[config.mk]
export PLATFORM = sky130hd
export DESIGN_NAME = tmds_decoder_flat
export DESIGN_NICKNAME = d
export VERILOG_FILES = /design/src/rtl/tmds_decoder_if.sv /design/src/rtl/tmds_decoder.sv /design/src/flat_wrapper.sv
export SDC_FILE = /design/constraint.sdc
export NUM_CORES = 1
export LEC_CHECK = 0
export CAP_MARGIN = 40
export CORE_MARGIN = 2
export CORE_UTILIZATION = 40
export DETAILED_ROUTE_END_ITERATION = 16
export PLACE_DENSITY_LB_ADDON = 0.05
export SLEW_MARGIN = 15
export SYNTH_ARGS = -nofsm -noshare
export SYNTH_HDL_FRONTEND = slang
export SYNTH_SLANG_ARGS = --single-unit
[constraint.sdc]
create_clock -name clk -period 8.84 [get_ports clk]
set_input_delay 1.768 -clock clk [delete_from_list [all_inputs] [get_ports clk]]
set_output_delay 1.768 -clock clk [all_outputs]
set_load 0.02 [all_outputs]
[src/rtl/tmds_decoder_if.sv]
// Signal bundle between a TMDS word source and one colour-channel decoder.
// master drives the raw deserialized word; slave returns the decoded symbol stream.
interface tmds_decoder_if;
  logic [9:0] tmds_in;
  logic [7:0] VD;
  logic [1:0] CD;
  logic       VDE;
  logic       locked;
  logic [3:0] align_offset;
  logic       disp_err;

  modport master (
    output tmds_in,
    input  VD, CD, VDE, locked, align_offset, disp_err
  );

  modport slave (
    input  tmds_in,
    output VD, CD, VDE, locked, align_offset, disp_err
  );
endinterface

[src/rtl/tmds_decoder.sv]
// TMDS receive decoder for one channel: word alignment from control-token runs,
// 8b/10b symbol decode and running-disparity supervision with loss-of-lock.
module tmds_decoder #(
  parameter int CTRL_RUN      = 8,
  parameter int SEARCH_CYCLES = 2048,
  parameter int ERR_LIMIT     = 4,
  parameter int DISP_LIMIT    = 16
) (
  input logic           clk,
  input logic           rst,
  tmds_decoder_if.slave bus
);

  localparam int RUN_W = $clog2(CTRL_RUN + 1);
  localparam int CYC_W = $clog2(SEARCH_CYCLES + 1);
  localparam int ERR_W = $clog2(ERR_LIMIT + 1);

  typedef enum logic {
    SEARCH = 1'b0,
    LOCKED = 1'b1
  } state_t;

  state_t             state_reg;
  logic [9:0]         w1_reg;
  logic [9:0]         w0_reg;
  logic [9:0]         sym_reg;
  logic               skip_reg;
  logic [3:0]         offset_reg;
  logic [RUN_W-1:0]   run_reg;
  logic [CYC_W-1:0]   cyc_reg;
  logic [ERR_W-1:0]   err_reg;
  logic signed [5:0]  acc_reg;
  logic [7:0]         vd_reg;
  logic [1:0]         cd_reg;
  logic               vde_reg;
  logic               locked_reg;
  logic               disp_err_reg;

  // Bit 19 of the 20-bit window is never reachable with offsets 0..9.
  logic [18:0] window;
  logic [9:0]  cand [10];
  logic [9:0]  sym_sel;

  assign window = {w1_reg[8:0], w0_reg};

  generate
    for (genvar gi = 0; gi < 10; gi++) begin : g_cand
      assign cand[gi] = window[gi+9:gi];
    end
  endgenerate

  always_comb begin
    sym_sel = cand[0];
    for (int i = 1; i < 10; i++) begin
      if (offset_reg == 4'(i)) begin
        sym_sel = cand[i];
      end
    end
  end

  logic       is_ctrl;
  logic [1:0] ctrl_val;

  always_comb begin
    is_ctrl  = 1'b1;
    ctrl_val = 2'b00;
    case (sym_reg)
      10'b1101010100: ctrl_val = 2'b00;
      10'b0010101011: ctrl_val = 2'b01;
      10'b0101010100: ctrl_val = 2'b10;
      10'b1010101011: ctrl_val = 2'b11;
      default:        is_ctrl  = 1'b0;
    endcase
  end

  // Undo the optional inversion, then the XOR/XNOR transition chain.
  logic [7:0] d_word;
  logic [7:0] vd_dec;

  assign d_word    = sym_reg[9] ? ~sym_reg[7:0] : sym_reg[7:0];
  assign vd_dec[0] = d_word[0];

  generate
    for (genvar gi = 1; gi < 8; gi++) begin : g_vd
      assign vd_dec[gi] = sym_reg[8] ? (d_word[gi] ^ d_word[gi-1])
                                     : ~(d_word[gi] ^ d_word[gi-1]);
    end
  endgenerate

  logic [3:0]        pop;
  logic signed [6:0] acc_sum;
  logic signed [5:0] acc_sat;
  logic [6:0]        acc_mag;
  logic              over_limit;

  always_comb begin
    pop = 4'd0;
    for (int i = 0; i < 10; i++) begin
      pop = pop + {3'b000, sym_reg[i]};
    end
  end

  always_comb begin
    acc_sum = $signed({acc_reg[5], acc_reg}) + $signed({3'b000, pop}) - 7'sd5;
    if (acc_sum > 7'sd31) begin
      acc_sat = 6'b01_1111;
    end else if (acc_sum < -7'sd32) begin
      acc_sat = 6'b10_0000;
    end else begin
      acc_sat = acc_sum[5:0];
    end
    acc_mag    = acc_sat[5] ? (7'd0 - {acc_sat[5], acc_sat}) : {1'b0, acc_sat};
    over_limit = (acc_mag > 7'(DISP_LIMIT));
  end

  logic       err_event;
  logic       lock_now;
  logic       drop_now;
  logic       locked_next;
  logic [3:0] offset_inc;

  // Control tokens never count as disparity errors, so they also clear err_cnt first.
  assign err_event   = (state_reg == LOCKED) && !is_ctrl && over_limit;
  assign lock_now    = (state_reg == SEARCH) && !skip_reg && is_ctrl &&
                       (run_reg == RUN_W'(CTRL_RUN - 1));
  assign drop_now    = err_event && (err_reg == ERR_W'(ERR_LIMIT - 1));
  assign locked_next = ((state_reg == LOCKED) && !drop_now) || lock_now;
  assign offset_inc  = (offset_reg == 4'd9) ? 4'd0 : offset_reg + 4'd1;

  always_ff @(posedge clk) begin
    if (rst) begin
      state_reg    <= SEARCH;
      w1_reg       <= '0;
      w0_reg       <= '0;
      sym_reg      <= '0;
      skip_reg     <= 1'b0;
      offset_reg   <= '0;
      run_reg      <= '0;
      cyc_reg      <= '0;
      err_reg      <= '0;
      acc_reg      <= '0;
      vd_reg       <= '0;
      cd_reg       <= '0;
      vde_reg      <= 1'b0;
      locked_reg   <= 1'b0;
      disp_err_reg <= 1'b0;
    end else begin
      w1_reg       <= bus.tmds_in;
      w0_reg       <= w1_reg;
      sym_reg      <= sym_sel;
      skip_reg     <= 1'b0;
      disp_err_reg <= err_event;

      if (is_ctrl || err_event) begin
        acc_reg <= '0;
      end else begin
        acc_reg <= acc_sat;
      end

      // Output gating follows the lock state that the outputs are reported with.
      locked_reg <= locked_next;
      if (!locked_next) begin
        vde_reg <= 1'b0;
        cd_reg  <= 2'b00;
        vd_reg  <= 8'h00;
      end else if (is_ctrl) begin
        vde_reg <= 1'b0;
        cd_reg  <= ctrl_val;
        vd_reg  <= 8'h00;
      end else begin
        vde_reg <= 1'b1;
        vd_reg  <= vd_dec;
      end

      case (state_reg)
        SEARCH: begin
          if (lock_now) begin
            state_reg <= LOCKED;
            run_reg   <= '0;
            cyc_reg   <= '0;
            err_reg   <= '0;
          end else if (cyc_reg == CYC_W'(SEARCH_CYCLES - 1)) begin
            offset_reg <= offset_inc;
            run_reg    <= '0;
            cyc_reg    <= '0;
            skip_reg   <= 1'b1;
          end else begin
            cyc_reg <= cyc_reg + CYC_W'(1);
            // The symbol straddling an offset change was cut at the old offset.
            if (!skip_reg) begin
              run_reg <= is_ctrl ? run_reg + RUN_W'(1) : '0;
            end
          end
        end
        LOCKED: begin
          if (is_ctrl) begin
            err_reg <= '0;
          end else if (drop_now) begin
            state_reg  <= SEARCH;
            offset_reg <= offset_inc;
            err_reg    <= '0;
            run_reg    <= '0;
            cyc_reg    <= '0;
            skip_reg   <= 1'b1;
          end else if (err_event) begin
            err_reg <= err_reg + ERR_W'(1);
          end
        end
        default: state_reg <= SEARCH;
      endcase
    end
  end

  assign bus.VD           = vd_reg;
  assign bus.CD           = cd_reg;
  assign bus.VDE          = vde_reg;
  assign bus.locked       = locked_reg;
  assign bus.align_offset = offset_reg;
  assign bus.disp_err     = disp_err_reg;

endmodule

[src/flat_wrapper.sv]
// flat-port wrapper written by rule: the top's interface ports become plain ports
module tmds_decoder_flat 
#(
  parameter int CTRL_RUN      = 8,
  parameter int SEARCH_CYCLES = 2048,
  parameter int ERR_LIMIT     = 4,
  parameter int DISP_LIMIT    = 16
)
  (clk, rst, bus_tmds_in, bus_VD, bus_CD, bus_VDE, bus_locked, bus_align_offset, bus_disp_err);
  tmds_decoder_if bus_i ();
  input logic clk;
  input logic rst;
  input wire logic [$bits(bus_i.tmds_in)-1:0] bus_tmds_in;
  output wire logic [$bits(bus_i.VD)-1:0] bus_VD;
  output wire logic [$bits(bus_i.CD)-1:0] bus_CD;
  output wire logic [$bits(bus_i.VDE)-1:0] bus_VDE;
  output wire logic [$bits(bus_i.locked)-1:0] bus_locked;
  output wire logic [$bits(bus_i.align_offset)-1:0] bus_align_offset;
  output wire logic [$bits(bus_i.disp_err)-1:0] bus_disp_err;
  assign bus_i.tmds_in = bus_tmds_in;
  assign bus_VD = bus_i.VD;
  assign bus_CD = bus_i.CD;
  assign bus_VDE = bus_i.VDE;
  assign bus_locked = bus_i.locked;
  assign bus_align_offset = bus_i.align_offset;
  assign bus_disp_err = bus_i.disp_err;
  tmds_decoder #(.CTRL_RUN(CTRL_RUN), .SEARCH_CYCLES(SEARCH_CYCLES), .ERR_LIMIT(ERR_LIMIT), .DISP_LIMIT(DISP_LIMIT)) u_core (.clk(clk), .rst(rst), .bus(bus_i));
endmodule
==> results of run 1 <==
[where the power goes]
group          total, mW  internal (mW)  switching (mW)
clock network      0.434          0.291           0.142
logic              0.552          0.207           0.346
registers          0.369          0.353          0.0155
total               1.35          0.851           0.503
[final timing paths]
kind,cells after the start,endpoint,from
worst min-delay path,2,u_core.err_reg[2]$_SDFFE_PP0P_,u_core.err_reg[2]$_SDFFE_PP0P_
worst max register to register,27,u_core.cyc_reg[2]$_SDFFE_PP0P_,u_core.sym_reg[0]$_SDFF_PP0_
worst min register to register,2,u_core.err_reg[2]$_SDFFE_PP0P_,u_core.err_reg[2]$_SDFFE_PP0P_
worst max-delay path,27,u_core.cyc_reg[2]$_SDFFE_PP0P_,u_core.sym_reg[0]$_SDFF_PP0_
[logic make-up after synthesis]
logic type,Yosys count,synth area share
AND/OR/NAND/NOR,175,0.205
AO/OA/AOI/OAI,159,0.231
buffers and inverters,77,0.0690
flip-flops,74,0.314
adder cells (fa/ha/maj),30,0.0908
multiplexers,28,0.0624
XOR/XNOR,15,0.0279
[worst reg2reg max path: cells and delay by family, from the launching register on]
family	cells	cell delay, ns
simple gates	6	1.55
fa+ha+maj	10	3.79
flops	1	0.37
buf+inv	6	0.37
compound gates	5	1.02
[layout by cell type, fill, tap and decap left out, drive strengths merged, types with 6 or more instances in the layout]
cell type       n
fa              7
nor2           40
mux2i          26
inv            43
buf            10
and3            8
clkbuf         12
nand3          21
nand2          37
nor3            6
a311oi         10
a211oi         14
nor2b          25
clkdlybuf4s50  27
a21oi          54
nand2b         10
o21ai          41
o211a           6
xnor2          12
dfxtp          74
nor4            8
ha             23
[final cells by class]
cell class	count	area [um2]	area share
Sequential cell	74	1480	0.272
Timing Repair Buffer	37	343	0.0630
Clock buffer	12	256	0.0472
Clock inverter	4	97.6	0.0179
Multi-Input combinational cell	407	2920	0.537
Tap cell	143	179	0.0329
Inverter	43	161	0.0297
[per-stage QoR]
stage	hold WS, ns	power (mW)	worst slack (ns)	cell area (um2)	instances
2_1_floorplan	0.412	0.838	2.30	4710	558
3_3_place_gp	0.418	0.920	1.72	5070	702
3_5_place_dp	0.430	0.922	1.56	5080	704
4_1_cts	0.439	1.36	1.57	5440	720
5_1_grt	0.459	1.45	1.08	5440	720
6_report	0.433	1.35	1.59	5440	720
[layer usage]
metal	wire (um)	vias up
met1	5380	1852
met4	252	0
li1	-	2005
met2	5170	99
met5	0	-
met3	556	20
==> impl_metrics.tcl, run 1 <==
set metrics [dict create \
    status "finished, final reports clean" \
    yosysMostFrequentCell "dfxtp_1" \
    grt_usage 0.187 \
    clkSinkCount 74 \
    finalCriticalPeriod_ns 7.25 \
    cts-htree-levels 3 \
    place_congestion 0.784 \
    fp.dieW_um 113 \
    fin_skew_ns 0.00609 \
    vdd_ir_drop_max_v 0.000150 \
    finalCoreUtilization 0.474 \
    n_antenna_cell 0 \
    grt_pass1_wl_mm 18.9 \
    hp-class "register to register" \
    worst_pin_slew_ns 0.672 \
    critical_path.slowest_cell "fa_1" \
    path_buf_inv 6 \
    grt_busiest_layer "met2" \
    wl_per_cell_um 15.8 \
    first_pass_iters 5 \
    n_fill_cell 1093 \
    ys_seq_area_frac 0.314 \
    drtIter0Drc 277 \
    drive_above_1_share 0.0936 \
    grt-ovfl-total 0 \
    rrSetupSlack_ns 1.59 \
    tns_ns 0 \
    netlist.area_leader.share 0.314 \
    synth_seq_cells 74 \
    worst-setup-path-type "register to register" \
    viasPerCell 5.52 \
    num_io_pins 29 \
    use_met1 0.251 \
    cts_buffers 9 \
    synth_top_area_cell "dfxtp_1" \
    netlist-cell-type-count 71 \
    use_met3 0.0389 \
    netlist_instances 558 \
    grt_pass1_vias 3696 \
    nNetsFinal 614 \
    crit_family "adder cells" \
    ant_nets 0 \
    ys_warn_count 0 \
    cellPowerDensity_nw_per_um2 249 \
    clock_path_buffers 2 \
    grt_max_degree 58 \
    grt_use_met2 0.288 \
    fp-row-count 39 \
    fin_crit_sh 0.821 \
    avgSynthCellArea_um2 8.45 \
    syn2layout_area_growth_pct 15.4 \
    port_buffers 28 \
    path_max_fanout 19 \
    path_clk_slew_ns 0.06 \
    postCtsSetupBuffers 0 \
    synth.area.top_cells "dfxtp_1, ha_1, mux2i_1" \
    drv_cap 0 \
    synth_edf_count 0 \
    setup_violations 0 \
    slew_headroom 0.552 \
    design.die.area_um2 12700 \
    p_leak_nw 2.08 \
    route.detailed.drc 0 \
    slew_violations 0 \
    rsz0062_at_grt "no" \
    initial_core_util 0.411 \
    hold_viol 0 \
    arrival_ns 7.44 \
    totalWireLength_mm 11.3 \
    max_freq_mhz 138 \
    async_reset_ff_frac 0 \
    largest_register_ffs 12 \
    hpwl_mm 8.24 \
    crit_path_end_kind "register" \
    ctsResizeCount 0 \
    ctsHoldBuffers 0 \
    dieHeight_um 113 \
    num_vias 3976 \
    syn_nets 600 \
    cts.root.buffer_cell "clkbuf_16" \
    ys.flop_type "dfxtp_1" \
    core_um2 11500 \
    required_ns 9.03 \
    netlist_area_um2 4710 \
    clkLatencyLatePin_ns 0.34 \
    startpoint_type "register" \
    cpPeakStageDelay_ns 0.49 \
    antenna_found_initial 0 \
    cts_tree "done" \
    ys_top_cells_by_count "dfxtp_1, a21oi_1, inv_1, o21ai_0, nor2_1" \
]
No activity file was read; power rests on OpenSTA's default activity.
==> run 2, diff against run 1 <==
- clock period: 8.84 -> 7.2 ns (I/O delays scaled with it)
==> impl_metrics.tcl, run 2 (synthesis results as in run 1) <==
set metrics [dict create \
    n_fill_cell 1088 \
    setup_violations 0 \
    final_common_cell "dfxtp_1" \
    setup_ws_ns 0.449 \
    crit_path_end_kind "register" \
    fin_area_um2 5480 \
    grt_pass1_wl_mm 19.7 \
    place_congestion 0.893 \
    hold_slack_ns 0.438 \
    port_buffers 28 \
    finalCoreUtilization 0.478 \
    drv_cap 0 \
    design.die.area_um2 12700 \
    grt_pass1_vias 3920 \
    startpoint_type "register" \
    r2r_cells 26 \
    fp.dieW_um 113 \
    initial_core_util 0.411 \
    cts-htree-levels 3 \
    path_clk_slew_ns 0.06 \
    rsz0062_at_grt "no" \
    cpPeakStageDelay_ns 0.49 \
    cts.root.buffer_cell "clkbuf_16" \
    syn2layout_area_growth_pct 16.4 \
    worst_pin_slew_ns 0.659 \
    final_cell_mix "dfxtp_1, a21oi_1, inv_1, o21ai_0, nor2_1" \
    core_um2 11500 \
    arrival_ns 7.02 \
    dieHeight_um 113 \
    r2r-end "u_core.err_reg[1]$_SDFFE_PP0P_" \
    critical_path.slowest_cell "fa_1" \
    hp-class "register to register" \
    wl_per_cell_um 15.7 \
    min-delay-start "u_core.err_reg[2]$_SDFFE_PP0P_" \
    ctsHoldBuffers 0 \
    place_area_um2 5150 \
    status "finished, final reports clean" \
    nNetsFinal 623 \
    fin_skew_ns 0.00540 \
    antenna_found_initial 0 \
    first_pass_iters 5 \
    crit_path_frequent_cell "fa_1" \
    hold_viol 0 \
    hpwl_mm 8.27 \
    cts_buffers 9 \
    pre_cts_ws_ns 0.368 \
    num_vias 3947 \
    finalCriticalPeriod_ns 6.75 \
    grt-ovfl-total 0 \
    drive_above_1_share 0.111 \
    p_leak_nw 2.11 \
    cellPowerDensity_nw_per_um2 307 \
    n_antenna_cell 0 \
    vdd_ir_drop_max_v 0.000260 \
    rrSetupSlack_ns 0.45 \
    required_ns 7.46 \
    path_max_fanout 6 \
    clkSinkCount 74 \
    grt_usage 0.190 \
    worst-setup-path-type "register to register" \
    route.detailed.drc 0 \
    viasPerCell 5.41 \
    cts_tree "done" \
    slew_headroom 0.561 \
    totalWireLength_mm 11.4 \
    tns_ns 0 \
    drtIter0Drc 179 \
    max_freq_mhz 148 \
    ant_nets 0 \
    fin_crit_sh 0.938 \
    register_area_um2 1480 \
    fp-row-count 39 \
    clkLatencyLatePin_ns 0.34 \
    clock_path_buffers 2 \
    grt_max_degree 58 \
    num_io_pins 29 \
    largest_register_ffs 12 \
    multiInputGateArea_um2 2920 \
    whs_path_depth 2 \
    reg2reg_from "u_core.sym_reg[0]$_SDFF_PP0_" \
    min_delay_worst_endpoint "u_core.err_reg[2]$_SDFFE_PP0P_" \
    slew_violations 0 \
]
run 2: how the worst max path moves through the flow:
stage                                            start                                 endpoint  slack [ns]  cells after the start
after global routing      u_core.sym_reg[1]$_SDFF_PP0_  u_core.bus.align_offset[2]$_SDFFE_PP0P_        0.02                     26
after floorplan           u_core.sym_reg[0]$_SDFF_PP0_           u_core.cyc_reg[8]$_SDFFE_PP0P_        0.66                     29
final                     u_core.sym_reg[0]$_SDFF_PP0_           u_core.err_reg[1]$_SDFFE_PP0P_        0.45                     26
after global placement    u_core.sym_reg[0]$_SDFF_PP0_             u_core.acc_reg[4]$_SDFF_PP0_        0.41                     26
after detailed placement  u_core.sym_reg[0]$_SDFF_PP0_           u_core.cyc_reg[9]$_SDFFE_PP0P_        0.37                     28
after CTS                 u_core.sym_reg[0]$_SDFF_PP0_             u_core.acc_reg[3]$_SDFF_PP0_        0.35                     26
run 2: area by class of cell:
cell class	instances	share of cell area
multi-input cells	407	0.533
clock buffers	11	0.0461
well taps	143	0.0326
repair buffers	46	0.0771
inverters	43	0.0294
flip-flops and latches	74	0.270
clock inverters	5	0.0114
run 2: power by group:
| part | internal (mW) | switching [mW] | total [mW] |
|---|---|---|---|
| Sequential | 0.434 | 0.0173 | 0.451 |
| Clock | 0.288 | 0.182 | 0.470 |
| Combinational | 0.304 | 0.456 | 0.760 |
| Total | 1.03 | 0.655 | 1.68 |
run 2: worst max-delay path, delay by kind of cell, from the launching register on:
kind / cells / cell delay [ns]
adders and majority gates: 10 / 3.76
AOI/OAI and AO/OA: 6 / 1.33
and+or+nand+nor: 3 / 0.49
buffers and inverters: 6 / 0.48
DFF: 1 / 0.37
muxes: 1 / 0.23
run 2: what timing repair did:
| item | in CTS | in global routing |
|---|---|---|
| buffers inserted | 0 | 2 |
| resized for setup | 0 | 3 |
| endpoints found under the setup margin | 0 | 37 |
run 2: metal layers:
| metal | share of wire | vias to the layer above | GRT usage | routed length, um |
|---|---|---|---|---|
| li1 | - | 2029 | - | - |
| met3 | 0.022 | 10 | 0.0286 | 251 |
| met5 | 0 | - | 0 | 0 |
| met1 | 0.49 | 1842 | 0.247 | 5580 |
| met4 | 0.014 | 0 | 0.0691 | 161 |
| met2 | 0.48 | 66 | 0.320 | 5440 |
run 2: through the flow:
stage / power [mW] / std cells
after floorplan: 1.03 / 558
after global placement: 1.19 / 708
after detailed placement: 1.19 / 711
after CTS: 1.68 / 727
after global routing: 1.80 / 729
final: 1.68 / 729
